File: src/rtl/game_session_ctrl.sv
// Session controller: power-up game reset, Z-button debounce, vsync frame tick,
// and the boot/idle/serve/play/pause/over match FSM with per-player scoring.
module game_session_ctrl #(
    parameter int unsigned NUM_PLAYERS     = 2,
    parameter int unsigned RST_DELAY       = 2500000,
    parameter int unsigned DEBOUNCE_CYCLES = 50000,
    parameter int unsigned SCORE_W         = 8,
    parameter int unsigned WIN_SCORE       = 7,
    parameter int unsigned SERVE_FRAMES    = 60,
    localparam int unsigned PW = (NUM_PLAYERS > 1) ? $clog2(NUM_PLAYERS) : 1
) (
    input  logic                           clkin,
    input  logic                           rst,
    input  logic [NUM_PLAYERS-1:0]         btn_z,
    input  logic                           vsync,
    input  logic                           point_valid,
    input  logic [PW-1:0]                  point_player,
    output logic                           game_rst,
    output logic [2:0]                     state,
    output logic                           play_en,
    output logic [NUM_PLAYERS-1:0]         press,
    output logic [NUM_PLAYERS*SCORE_W-1:0] scores,
    output logic [PW-1:0]                  winner,
    output logic                           winner_valid
);

    localparam int unsigned RD_W = $clog2(RST_DELAY + 1);
    localparam int unsigned DB_W = (DEBOUNCE_CYCLES > 1) ? $clog2(DEBOUNCE_CYCLES) : 1;
    localparam int unsigned FR_W = $clog2(SERVE_FRAMES + 1);

    localparam logic [2:0] S_BOOT  = 3'd0;
    localparam logic [2:0] S_IDLE  = 3'd1;
    localparam logic [2:0] S_SERVE = 3'd2;
    localparam logic [2:0] S_PLAY  = 3'd3;
    localparam logic [2:0] S_PAUSE = 3'd4;
    localparam logic [2:0] S_OVER  = 3'd5;

    // Power-up delay: counter saturates at RST_DELAY, game_rst drops on that edge
    logic [RD_W-1:0] r_rst_cnt;
    logic            r_game_rst;
    logic            w_boot_done;

    assign w_boot_done = (r_rst_cnt == RD_W'(RST_DELAY));

    always_ff @(posedge clkin) begin
        if (!rst) begin
            r_rst_cnt  <= '0;
            r_game_rst <= 1'b1;
        end else if (w_boot_done) begin
            r_game_rst <= 1'b0;
        end else begin
            r_rst_cnt  <= r_rst_cnt + RD_W'(1);
        end
    end

    // Per-channel debounce; a press pulse is emitted together with a 0->1 level flip
    logic [NUM_PLAYERS-1:0] r_db_lvl;
    logic [NUM_PLAYERS-1:0] r_press;
    logic [DB_W-1:0]        r_db_cnt [NUM_PLAYERS];

    always_ff @(posedge clkin) begin
        if (!rst) begin
            r_db_lvl <= '0;
            r_press  <= '0;
            for (int i = 0; i < NUM_PLAYERS; i++) r_db_cnt[i] <= '0;
        end else begin
            for (int i = 0; i < NUM_PLAYERS; i++) begin
                r_press[i] <= 1'b0;
                if (btn_z[i] == r_db_lvl[i]) begin
                    r_db_cnt[i] <= '0;
                end else if (r_db_cnt[i] == DB_W'(DEBOUNCE_CYCLES - 1)) begin
                    r_db_lvl[i] <= btn_z[i];
                    r_db_cnt[i] <= '0;
                    r_press[i]  <= btn_z[i];
                end else begin
                    r_db_cnt[i] <= r_db_cnt[i] + DB_W'(1);
                end
            end
        end
    end

    // vsync synchroniser plus edge-detect flop
    logic r_vs_meta, r_vs_sync, r_vs_prev;
    logic w_tick;

    always_ff @(posedge clkin) begin
        if (!rst) begin
            r_vs_meta <= 1'b0;
            r_vs_sync <= 1'b0;
            r_vs_prev <= 1'b0;
        end else begin
            r_vs_meta <= vsync;
            r_vs_sync <= r_vs_meta;
            r_vs_prev <= r_vs_sync;
        end
    end

    assign w_tick = r_vs_sync & ~r_vs_prev;

    // Match FSM
    logic [2:0]         r_state, w_state_nxt;
    logic [FR_W-1:0]    r_frame, w_frame_nxt;
    logic [SCORE_W-1:0] r_score [NUM_PLAYERS];
    logic [SCORE_W-1:0] w_score_nxt [NUM_PLAYERS];
    logic [PW-1:0]      r_winner, w_winner_nxt;
    logic               r_play_en, r_win_valid;
    logic               w_any_press, w_point_ok;
    logic [SCORE_W-1:0] w_pt_score, w_pt_inc;

    assign w_any_press = |r_press;
    assign w_point_ok  = point_valid && ({1'b0, point_player} < (PW + 1)'(NUM_PLAYERS));

    always_comb begin
        w_pt_score = '0;
        for (int i = 0; i < NUM_PLAYERS; i++) begin
            if (PW'(i) == point_player) w_pt_score = r_score[i];
        end
        w_pt_inc = (w_pt_score == '1) ? w_pt_score : w_pt_score + SCORE_W'(1);
    end

    always_comb begin
        w_state_nxt  = r_state;
        w_frame_nxt  = r_frame;
        w_winner_nxt = r_winner;
        for (int i = 0; i < NUM_PLAYERS; i++) w_score_nxt[i] = r_score[i];

        case (r_state)
            S_BOOT: begin
                if (w_boot_done) w_state_nxt = S_IDLE;
            end
            S_IDLE: begin
                for (int i = 0; i < NUM_PLAYERS; i++) w_score_nxt[i] = '0;
                if (w_any_press) begin
                    w_state_nxt = S_SERVE;
                    w_frame_nxt = '0;
                end
            end
            S_SERVE: begin
                if (w_tick) begin
                    w_frame_nxt = r_frame + FR_W'(1);
                    if (r_frame == FR_W'(SERVE_FRAMES - 1)) w_state_nxt = S_PLAY;
                end
            end
            S_PLAY: begin
                // A valid point outranks a press arriving on the same cycle
                if (w_point_ok) begin
                    for (int i = 0; i < NUM_PLAYERS; i++) begin
                        if (PW'(i) == point_player) w_score_nxt[i] = w_pt_inc;
                    end
                    if (w_pt_inc == SCORE_W'(WIN_SCORE)) begin
                        w_state_nxt  = S_OVER;
                        w_winner_nxt = point_player;
                    end else begin
                        w_state_nxt = S_SERVE;
                        w_frame_nxt = '0;
                    end
                end else if (w_any_press) begin
                    w_state_nxt = S_PAUSE;
                end
            end
            S_PAUSE: begin
                if (w_any_press) w_state_nxt = S_PLAY;
            end
            S_OVER: begin
                if (w_any_press) begin
                    w_state_nxt = S_IDLE;
                    for (int i = 0; i < NUM_PLAYERS; i++) w_score_nxt[i] = '0;
                end
            end
            default: w_state_nxt = S_BOOT;
        endcase
    end

    always_ff @(posedge clkin) begin
        if (!rst) begin
            r_state     <= S_BOOT;
            r_frame     <= '0;
            r_winner    <= '0;
            r_play_en   <= 1'b0;
            r_win_valid <= 1'b0;
            for (int i = 0; i < NUM_PLAYERS; i++) r_score[i] <= '0;
        end else begin
            r_state     <= w_state_nxt;
            r_frame     <= w_frame_nxt;
            r_winner    <= w_winner_nxt;
            r_play_en   <= (w_state_nxt == S_PLAY);
            r_win_valid <= (w_state_nxt == S_OVER);
            for (int i = 0; i < NUM_PLAYERS; i++) r_score[i] <= w_score_nxt[i];
        end
    end

    assign game_rst     = r_game_rst;
    assign state        = r_state;
    assign play_en      = r_play_en;
    assign press        = r_press;
    assign winner       = r_winner;
    assign winner_valid = r_win_valid;

    for (genvar g = 0; g < NUM_PLAYERS; g++) begin : g_scores
        assign scores[g*SCORE_W +: SCORE_W] = r_score[g];
    end

endmodule

File: config.mk
export PLATFORM = sky130hd
export DESIGN_NAME = game_session_ctrl
export DESIGN_NICKNAME = d
export VERILOG_FILES = /design/src/rtl/game_session_ctrl.sv
export SDC_FILE = /design/constraint.sdc
export NUM_CORES = 1
export LEC_CHECK = 0
export ABC_AREA = 1
export BUFFER_PORTS_ARGS = -buffer_cell sky130_fd_sc_hd__buf_2
export CORE_MARGIN = 10
export CORE_UTILIZATION = 50
export DETAILED_ROUTE_END_ITERATION = 7
export PLACE_DENSITY = 0.75
export SLEW_MARGIN = 0
export SYNTH_ARGS = -nofsm -noshare
export SYNTH_HDL_FRONTEND = slang
export SYNTH_SLANG_ARGS = --single-unit
export TNS_END_PERCENT = 50
File: constraint.sdc
create_clock -name clkin -period 1.9 [get_ports clkin]
set_input_delay 0.095 -clock clkin [delete_from_list [all_inputs] [get_ports clkin]]
set_output_delay 0.095 -clock clkin [all_outputs]
set_load 0.02 [all_outputs]
==> flow_summary.yaml, run 1 <==
clocking:
  cts_sinks: 90
  ctsHtreeMaxLevel: 3
  clock_path_buffers: 2
  cts_root_buffer: "clkbuf_8"
  cts_buffers: 9
  clk_latency_ps: 360
  tritoncts: "built"
  clk_pin_slew_ps: 90
flow_run:
  maxCapViolations: 0
power:
  max-vdd-ir-drop_v: 0.000294
  power.density_nw_per_um2: 602
  report.power.total_w: 0.00358
  power_leakage_nw: 2.50
synthesis:
  synth_edf_count: 32
  synth_seq_cells: 90
  synthFlopType: "dfxtp_1"
  synth_top_area_share_pct: 23.9
  ys_warn_count: 0
  yosys.cell_types.count: 48
  ys_seq_area_share_pct: 43.7
  yosys.area.top_type: "dfxtp_1"
  synth_cells: 615
  synthTopCellsByArea: "dfxtp_1 (24%), edfxtp_1 (20%), nand2_1 (8.3%), nor2_1 (6.0%), inv_1 (5.6%)"
  ys_async_sr_fraction_pct: 0
  syn_avg_cell_area_um2: 7.89
  synthesis.area_um2: 4850
global_route:
  overflow: 0
  grt_max_degree: 23
  grt_antenna_before_repair: 0
  grt_usage_pct: 15.1
  grt_first_pass_wirelength_um: 18200
  grt_pass1_vias: 4114
sta:
  slew_viol_final: 0
  rsz0062_at_grt: "yes"
  hold_viol_final: 0
  tightest_slew_ps: 573
  fin_crit_ps: 1860
  clock_skew_ps: 16.2
  max_freq_mhz: 538
  layout_setup_ws_ps: 41.7
  setup_violations: 0
  max_slew_margin_pct: 61.8
  timing.final.crit_share_pct: 97.8
worst_setup_path:
  worstPathMaxFanout: 6
  startpoint: "r_score[0][1]"
  cp.arrival_ps: 2160
  cp-start-kind: "flip-flop"
  slowest_delay_ps: 370
  required_ps: 2200
  end_kind: "flip-flop"
  rrSetupSlack_ps: 40
  slowest_stage: "dfxtp_2"
  crit_type: "flip-flop to flip-flop"
  crit_family: "simple AND/OR/NAND/NOR gates"
  crit_chain: "nand2_4 -> nand2_2 -> buf_4 -> nand2_1 -> nor2_2 -> a21oi_1 -> nor2_2 -> nand2_2 -> nor2_4 -> nand3_4 -> nand2_4 -> nand2_1 -> a21oi_2"
  r2r_start: "r_score[0][1]"
  timing.critical_path.buf_inv: 1
finish:
  area.growth.synth_to_final_pct: 22.5
  fin_nets: 735
  antenna_cells: 0
  fillCellCount: 800
  drive_above_1_share_pct: 27.1
die:
  coreArea_um2: 9330
  die_w_um: 119
  die_height_um: 119
  die-area_um2: 14100
  rows: 35
  io_pins: 32
  start_util_pct: 52.0
routing:
  vias_per_cell: 5.12
  drt-total-wl_um: 10900
  drt_iter0_drc: 281
  vias: 4386
  dr.pass1.iters: 4
  route.detailed.drc: 0
  wl_per_cell_um: 12.8
  ant_nets: 0
placement:
  place_congestion: 0.828
  place_ws_ps: -28.1
  hpwl_um: 7910
  port_buffers: 31
hold_path:
  hp-class: "input pin to flip-flop"
  min_from: "btn_z[1]"
outcome:
  status: "finished clean"
stage by stage:
stage,setup TNS (ps),instance area (µm²),hold WS (ps),util [%],std cells
2_1_floorplan,0,4970,193,-,646
3_3_place_gp,0,5480,276,58.7,827
3_5_place_dp,-105,5480,281,58.7,827
4_1_cts,0,5690,31.8,61.0,844
5_1_grt,-1190,5950,37.6,63.8,856
6_report,0,5950,47.5,63.8,856
worst reg2reg max path, cell delays in order (launching register included):
cell and delay [ps]:
dfxtp_2 370, nand2_4 50, nand2_2 90, buf_4 130, nand2_1 60, nor2_2 170, a21oi_1 120, nor2_2 110
nand2_2 70, nor2_4 160, nand3_4 130, nand2_4 150, nand2_1 80, a21oi_2 100
flip-flops by register name, summed over array words and instances, names as in the netlist:
| name | count |
|---|---|
| r_db_cnt | 32 |
| winner | 1 |
| state | 3 |
| play_en | 1 |
| r_rst_cnt | 22 |
| game_rst | 1 |
| r_vs_sync | 1 |
| winner_valid | 1 |
| r_frame | 6 |
| r_vs_prev | 1 |
| press | 2 |
| r_vs_meta | 1 |
| r_db_lvl | 2 |
| r_score | 16 |
routing by layer:
layer  up-vias  share of wire [%]  GRT usage [%]
li1       2232                  -              -
met1      2031                 45           18.4
met2       102                 49           25.9
met3        21                4.2           3.19
met4         0                1.7           4.96
met5         -                  0              0
cells in the final DEF, fill, tap and decap left out, drive strengths merged, types with 2 or more instances in the layout:
cell,synthesis,layout
ha,6,6
conb,1,32
dfxtp,58,58
xor2,11,11
nand4,10,10
nor2,84,84
o21a,2,2
nand2,136,136
nor4,9,9
xnor2,5,5
or2,8,8
a211oi,2,2
inv,74,75
o21ai,33,33
and3,3,3
nor3,27,27
clkbuf,6,9
buf,4,73
nor3b,4,4
clkinv,3,7
edfxtp,32,32
a31oi,3,3
o211ai,2,2
a21oi,53,53
nand3,34,35
final timing paths:
check                           depth (start not counted)          to
worst min-delay path                                    3    press[1]
worst max register to register                         13  r_frame[4]
worst max-delay path                                   13  r_frame[4]
worst min register to register                          2   r_vs_sync
layout make-up:
class	count	area [µm²]	area share [%]
clock buffers	9	124	2.08
clock inverters	7	67.6	1.14
multi-input cells	470	2670	44.9
inverters	77	302	5.07
well taps	129	161	2.71
flip-flops and latches	90	2130	35.8
repair buffers	74	493	8.29
cells by family after synthesis:
logic type | count (synthesis) | share of synthesized area, %
compound gates | 99 | 11.3
xor+xnor | 16 | 2.89
fa+ha+maj | 6 | 1.55
buf+inv | 87 | 7.35
flops | 90 | 43.7
other cells | 1 | 0.0772
simple gates | 316 | 33.1
power by group:
| part | internal, W | total [W] | switching (W) |
|---|---|---|---|
| Sequential | 0.00204 | 0.00208 | 0.0000372 |
| Clock | 0.000604 | 0.00130 | 0.000691 |
| Combinational | 0.0000767 | 0.000210 | 0.000133 |
cell usage after synthesis (9+ instances only):
cell type / n
nand2_4: 15
nor4_1: 9
dfxtp_1: 58
nor3_1: 26
xor2_1: 11
nand3_1: 29
nand2_1: 107
nand2_2: 14
nor2_1: 77
inv_1: 72
a21oi_1: 51
o21ai_0: 30
edfxtp_1: 32
repair_timing:
item                                   4_1_cts  5_1_grt
gates resized for setup                      5       51
hold buffers                                 1        0
pin swaps                                    0       27
setup endpoints to repair                   15       43
cloned                                       0        1
buffers inserted                             0       11
endpoints found under the hold margin        1        0
Note: power is estimated with default switching activity, not from simulation.
==> run 2: changes to the inputs <==
--- a/config.mk
+++ b/config.mk
@@ -7,10 +7,12 @@
 export LEC_CHECK = 0
 export ABC_AREA = 1
 export BUFFER_PORTS_ARGS = -buffer_cell sky130_fd_sc_hd__buf_2
+export CAP_MARGIN = 20
 export CORE_MARGIN = 10
 export CORE_UTILIZATION = 50
 export DETAILED_ROUTE_END_ITERATION = 7
 export PLACE_DENSITY = 0.75
+export SETUP_SLACK_MARGIN = 0.4
 export SLEW_MARGIN = 0
 export SYNTH_ARGS = -nofsm -noshare
 export SYNTH_HDL_FRONTEND = slang
==> run 2 against run 1 <==
Against the previous run: hold slack got worse by 27 ps; die area unchanged; register-to-register slack got worse by 20 ps; sequential cell count unchanged; worst setup slack got worse by 19 ps; sequential power about the same; cell area increased by 12%; wire length increased by 15%; core utilization increased by 7.7 points; final cell count increased by 2.2%; sequential share of layout area decreased by 3.5 points.
==> flow_summary.yaml, run 2 (synthesis results as in run 1) <==
outcome:
  status: "finished clean"
flow_run:
  maxCapViolations: 0
global_route:
  grt_antenna_before_repair: 0
  grt_usage_pct: 15.4
  grt_first_pass_wirelength_um: 18600
  grt_max_degree: 37
  overflow: 0
  grt_pass1_vias: 4203
hold_path:
  hp-class: "input pin to flip-flop"
  min_from: "btn_z[1]"
  worstHoldPathCells: 3
clocking:
  clk_pin_slew_ps: 90
  ctsHtreeMaxLevel: 3
  tritoncts: "built"
  clock_path_buffers: 2
  cts_buffers: 9
  cts_sinks: 90
  clk_latency_ps: 350
  cts_root_buffer: "clkbuf_8"
worst_setup_path:
  slowest_delay_ps: 340
  slowest_stage: "dfxtp_1"
  crit_type: "flip-flop to flip-flop"
  cpMostUsedCell: "nand2_2"
  r2r_start: "r_score[0][7]"
  crit_chain: "or2_0 -> o21ai_2 -> nor2_4 -> nand2_2 -> nand2_2 -> nor2_2 -> nand2_2 -> nor2_4 -> nand2_2 -> nand2_2 -> nand2_2 -> nand2_2 -> nand2_2 -> nor2_2"
  worstPathMaxFanout: 4
  cp-start-kind: "flip-flop"
  startpoint: "r_score[0][7]"
  end_kind: "flip-flop"
  cp.arrival_ps: 2170
  required_ps: 2190
  r2r_cells: 14
sta:
  slew_viol_final: 0
  max_freq_mhz: 533
  clock_skew_ps: 14.2
  rsz0062_at_grt: "yes"
  max_slew_margin_pct: 61.1
  hold_viol_final: 0
  whs_ps: 20.1
  timing.final.crit_share_pct: 98.8
  tightest_slew_ps: 580
  setup_violations: 0
  fin_crit_ps: 1880
die:
  die-area_um2: 14100
  die_height_um: 119
  rows: 35
  die_w_um: 119
  start_util_pct: 52.0
  io_pins: 32
  coreArea_um2: 9330
power:
  power_leakage_nw: 2.70
  max-vdd-ir-drop_v: 0.000400
  power.density_nw_per_um2: 551
routing:
  dr.pass1.iters: 5
  ant_nets: 0
  wl_per_cell_um: 14.3
  highest_layer: "met4"
  vias_per_cell: 5.19
  route.met3.wl_um: 482
  vias: 4543
  drt_iter0_drc: 313
  wl_met1_um: 5450
  route.detailed.drc: 0
  wl_met2_um: 6400
  drt-total-wl_um: 12600
placement:
  place_area_um2: 5450
  port_buffers: 31
  hpwl_um: 7830
  place_congestion: 0.895
finish:
  area.growth.synth_to_final_pct: 37.3
  largest_reg_flops: 32
  top_regs: "r_db_cnt: 32 flops, r_rst_cnt: 22 flops, r_score: 16 flops"
  final_area_um2: 6670
  final_common_cell: "nand2_1"
  final_cell_mix: "nand2_1 (83), inv_1 (57), buf_4 (49)"
  drive_above_1_share_pct: 40.5
  antenna_cells: 0
  regMostFlops: "r_db_cnt"
  fin_nets: 754
[run 2: cell types whose count changed in the layout (fill, tap and decap cells not counted), moves of 8 or more]
cell	previous run	this run
inv_2	5	15
buf_4	41	49
dfxtp_1	53	45
nor2_4	4	24
inv_1	68	57
nand2_1	93	83
nor3_1	24	15
nor2_1	66	43
[run 2: critical path: cells and delay by family (launching register included)]
| family | cells | cell delay (ps) |
|---|---|---|
| compound gates | 1 | 130 |
| flops | 1 | 340 |
| simple gates | 13 | 1340 |
[run 2: final cells by class]
class / count / area [µm²]
clock buffers: 12 / 166
repair buffers: 93 / 726
fillers: 677 / 2660
flip-flops and latches: 90 / 2150
clock inverters: 4 / 31.3
well taps: 129 / 161
inverters: 77 / 308
multi-input cells: 470 / 3120
[run 2: metal layers]
layer	global-route usage [%]	vias up
li1	-	2263
met1	18.3	2150
met2	27.2	111
met3	2.71	19
met4	5.34	0
met5	0	-
[run 2: metrics by stage]
stage | worst slack [ps] | TNS, ps | utilization [%] | total power (W) | instances
after CTS | 33.9 | 0 | 63.9 | 0.00361 | 851
after floorplan | 225 | 0 | - | 0.00224 | 646
after detailed placement | -88.8 | -559 | 58.4 | 0.00230 | 811
after global routing | -133 | -1520 | 71.5 | 0.00381 | 875
after global placement | -72.2 | -205 | 58.4 | 0.00229 | 811
final | 22.7 | 0 | 71.5 | 0.00367 | 875
[run 2: path summary, 6_finish.rpt]
| kind | endpoint | slack [ps] |
|---|---|---|
| max | winner_valid | 20 |
| min | press[1] | 20 |
| max reg2reg | winner_valid | 20 |
| min reg2reg | r_vs_sync | 430 |
[run 2: repair_timing]
item | CTS | global route
pin swaps | 24 | 52
hold endpoints to repair | 1 | 0
buffers inserted | 22 | 22
hold buffers | 1 | 0
gates resized for setup | 30 | 132
gates cloned | 1 | 2
endpoints found under the setup margin | 68 | 79
[run 2: report_power, final]
| group | switching, W | internal [W] | leakage [nW] |
|---|---|---|---|
| Clock | 0.000712 | 0.000601 | 0.0987 |
| Combinational | 0.000176 | 0.000107 | 1.80 |
| Sequential | 0.0000455 | 0.00203 | 0.805 |
| Total | 0.000933 | 0.00274 | 2.70 |
==> run 3: changes to the inputs <==
--- a/config.mk
+++ b/config.mk
@@ -8,10 +8,10 @@
 export ABC_AREA = 1
 export BUFFER_PORTS_ARGS = -buffer_cell sky130_fd_sc_hd__buf_2
 export CAP_MARGIN = 20
-export CORE_MARGIN = 10
 export CORE_UTILIZATION = 50
 export DETAILED_ROUTE_END_ITERATION = 7
 export PLACE_DENSITY = 0.75
+export REMOVE_ABC_BUFFERS = 1
 export SETUP_SLACK_MARGIN = 0.4
 export SLEW_MARGIN = 0
 export SYNTH_ARGS = -nofsm -noshare
==> run 3 against run 2 <==
Against the previous run: clock skew up 5.2 ps; global-route usage up 6.9 points; clock power up 13%; worst setup slack about the same; sequential cell count unchanged; critical endpoint unchanged; largest cell class unchanged.
==> flow_summary.yaml, run 3 (synthesis results as in run 1) <==
die:
  die_height_um: 101
  die-area_um2: 10100
  die_w_um: 101
  start_util_pct: 52.0
  coreArea_um2: 9330
  rows: 35
  io_pins: 32
outcome:
  status: "finished clean"
finish:
  regMostFlops: "r_db_cnt"
  fillCellCount: 690
  drive_above_1_share_pct: 38.9
  fin_nets: 754
  final_common_cell: "nand2_1"
  regArea_um2: 2140
  multiInputGateArea_um2: 3080
  top_regs: "r_db_cnt: 32 flops, r_rst_cnt: 22 flops, r_score: 16 flops"
  largest_reg_flops: 32
  area.growth.synth_to_final_pct: 35.4
  antenna_cells: 0
  final_cell_mix: "nand2_1 (82), inv_1 (62), nor2_1 (53), buf_4 (53), dfxtp_1 (47)"
sta:
  timing.final.crit_share_pct: 98.8
  tightest_slew_ps: 495
  hold_viol_final: 0
  slew_viol_final: 0
  fin_crit_ps: 1880
  max_slew_margin_pct: 66.9
  clock_skew_ps: 19.4
  rsz0062_at_grt: "yes"
  fin_tns_setup_ps: 0
  max_freq_mhz: 533
  setup_violations: 0
power:
  power.density_nw_per_um2: 580
  max-vdd-ir-drop_v: 0.000406
  power_leakage_nw: 2.69
  report.power.total_w: 0.00381
hold_path:
  hp-class: "input pin to flip-flop"
  worstHoldPathCells: 3
  whs_endpoint: "press[1]"
  min_from: "btn_z[1]"
clocking:
  tritoncts: "built"
  clk_pin_slew_ps: 90
  cts_sinks: 90
  ctsHtreeMaxLevel: 3
  cts_buffers: 9
  clk_latency_ps: 370
  clock_path_buffers: 2
  cts_root_buffer: "clkbuf_8"
routing:
  route.detailed.drc: 0
  ant_nets: 0
  vias_per_cell: 5.24
  drt_iter0_drc: 206
  vias: 4584
  drt-total-wl_um: 12300
  wl_per_cell_um: 14.0
  dr.pass1.iters: 5
worst_setup_path:
  cp-start-kind: "flip-flop"
  reg2reg_to: "winner_valid"
  end_kind: "flip-flop"
  crit_type: "flip-flop to flip-flop"
  r2r_cells: 9
  rrSetupSlack_ps: 20
  required_ps: 2210
  r2r_start: "state[1]"
  startpoint: "state[1]"
  worstPathMaxFanout: 7
  cp.arrival_ps: 2180
global_route:
  grt_max_degree: 33
  grt_antenna_before_repair: 0
  grt_usage_pct: 22.3
  overflow: 0
  grt_pass1_vias: 4189
  grt_first_pass_wirelength_um: 18100
placement:
  hpwl_um: 7480
  port_buffers: 31
  place_congestion: 0.910
flow_run:
  maxCapViolations: 0
-- run 3: critical path, cell delays in order (launching register included) --
cell and delay [ps]:
dfxtp_2 390, buf_4 150, nand2_1 110, nor2_1 160, inv_1 150, o311ai_0 460
a31oi_1 140, nand2_2 130, nand2_2 50, nor2_1 80
-- run 3: power by group --
| part | leakage [nW] | switching, W | internal, W |
|---|---|---|---|
| Combinational | 1.78 | 0.000164 | 0.0000919 |
| Sequential | 0.803 | 0.0000433 | 0.00204 |
| Clock | 0.111 | 0.000696 | 0.000782 |
| Total | 2.69 | 0.000902 | 0.00291 |
-- run 3: worst max-delay path by stage --
stage	to	slack (ps)	cells after the start
after floorplan	r_frame[1]	30	14
after global placement	r_frame[1]	40	16
after detailed placement	r_score[0][1]	-60	9
after CTS	r_frame[3]	90	13
after global routing	r_db_cnt[1][14]	-70	10
final	winner_valid	20	9
-- run 3: per-stage QoR --
stage          instance area, µm²  cells  hold WS [ps]  setup slack [ps]  utilization (%)
3_3_place_gp                 5410    820           278              39.3             58.0
4_1_cts                      5930    857          12.5              93.6             63.6
6_report                     6570    875          18.2              22.6             70.5
2_1_floorplan                4920    636           164              26.0                -
5_1_grt                      6570    875          19.6             -66.8             70.5
3_5_place_dp                 5410    820           285             -56.8             58.0
-- run 3: layout make-up --
type / count / area share, %
Clock buffer: 12 / 2.21
Inverter: 77 / 4.68
Timing Repair Buffer: 93 / 10.1
Tap cell: 129 / 2.46
Sequential cell: 90 / 32.6
Clock inverter: 4 / 1.14
Multi-Input combinational cell: 470 / 46.8
-- run 3: timing repair --
item                                    in CTS  in global routing
endpoints found under the setup margin      69                 78
hold buffers                                 1                  0
buffers inserted                            19                 17
pin swaps                                   19                 59
gates cloned                                 1                  1
hold endpoints to repair                     1                  0
gates resized for setup                     40                138
-- run 3: routing by layer --
metal,wire length (µm),part of all wire [%],track usage (%)
met1,5200,42,28.0
met2,6260,51,38.9
met3,550,4.5,4.09
met4,245,2.0,7.25
met5,0,0,0
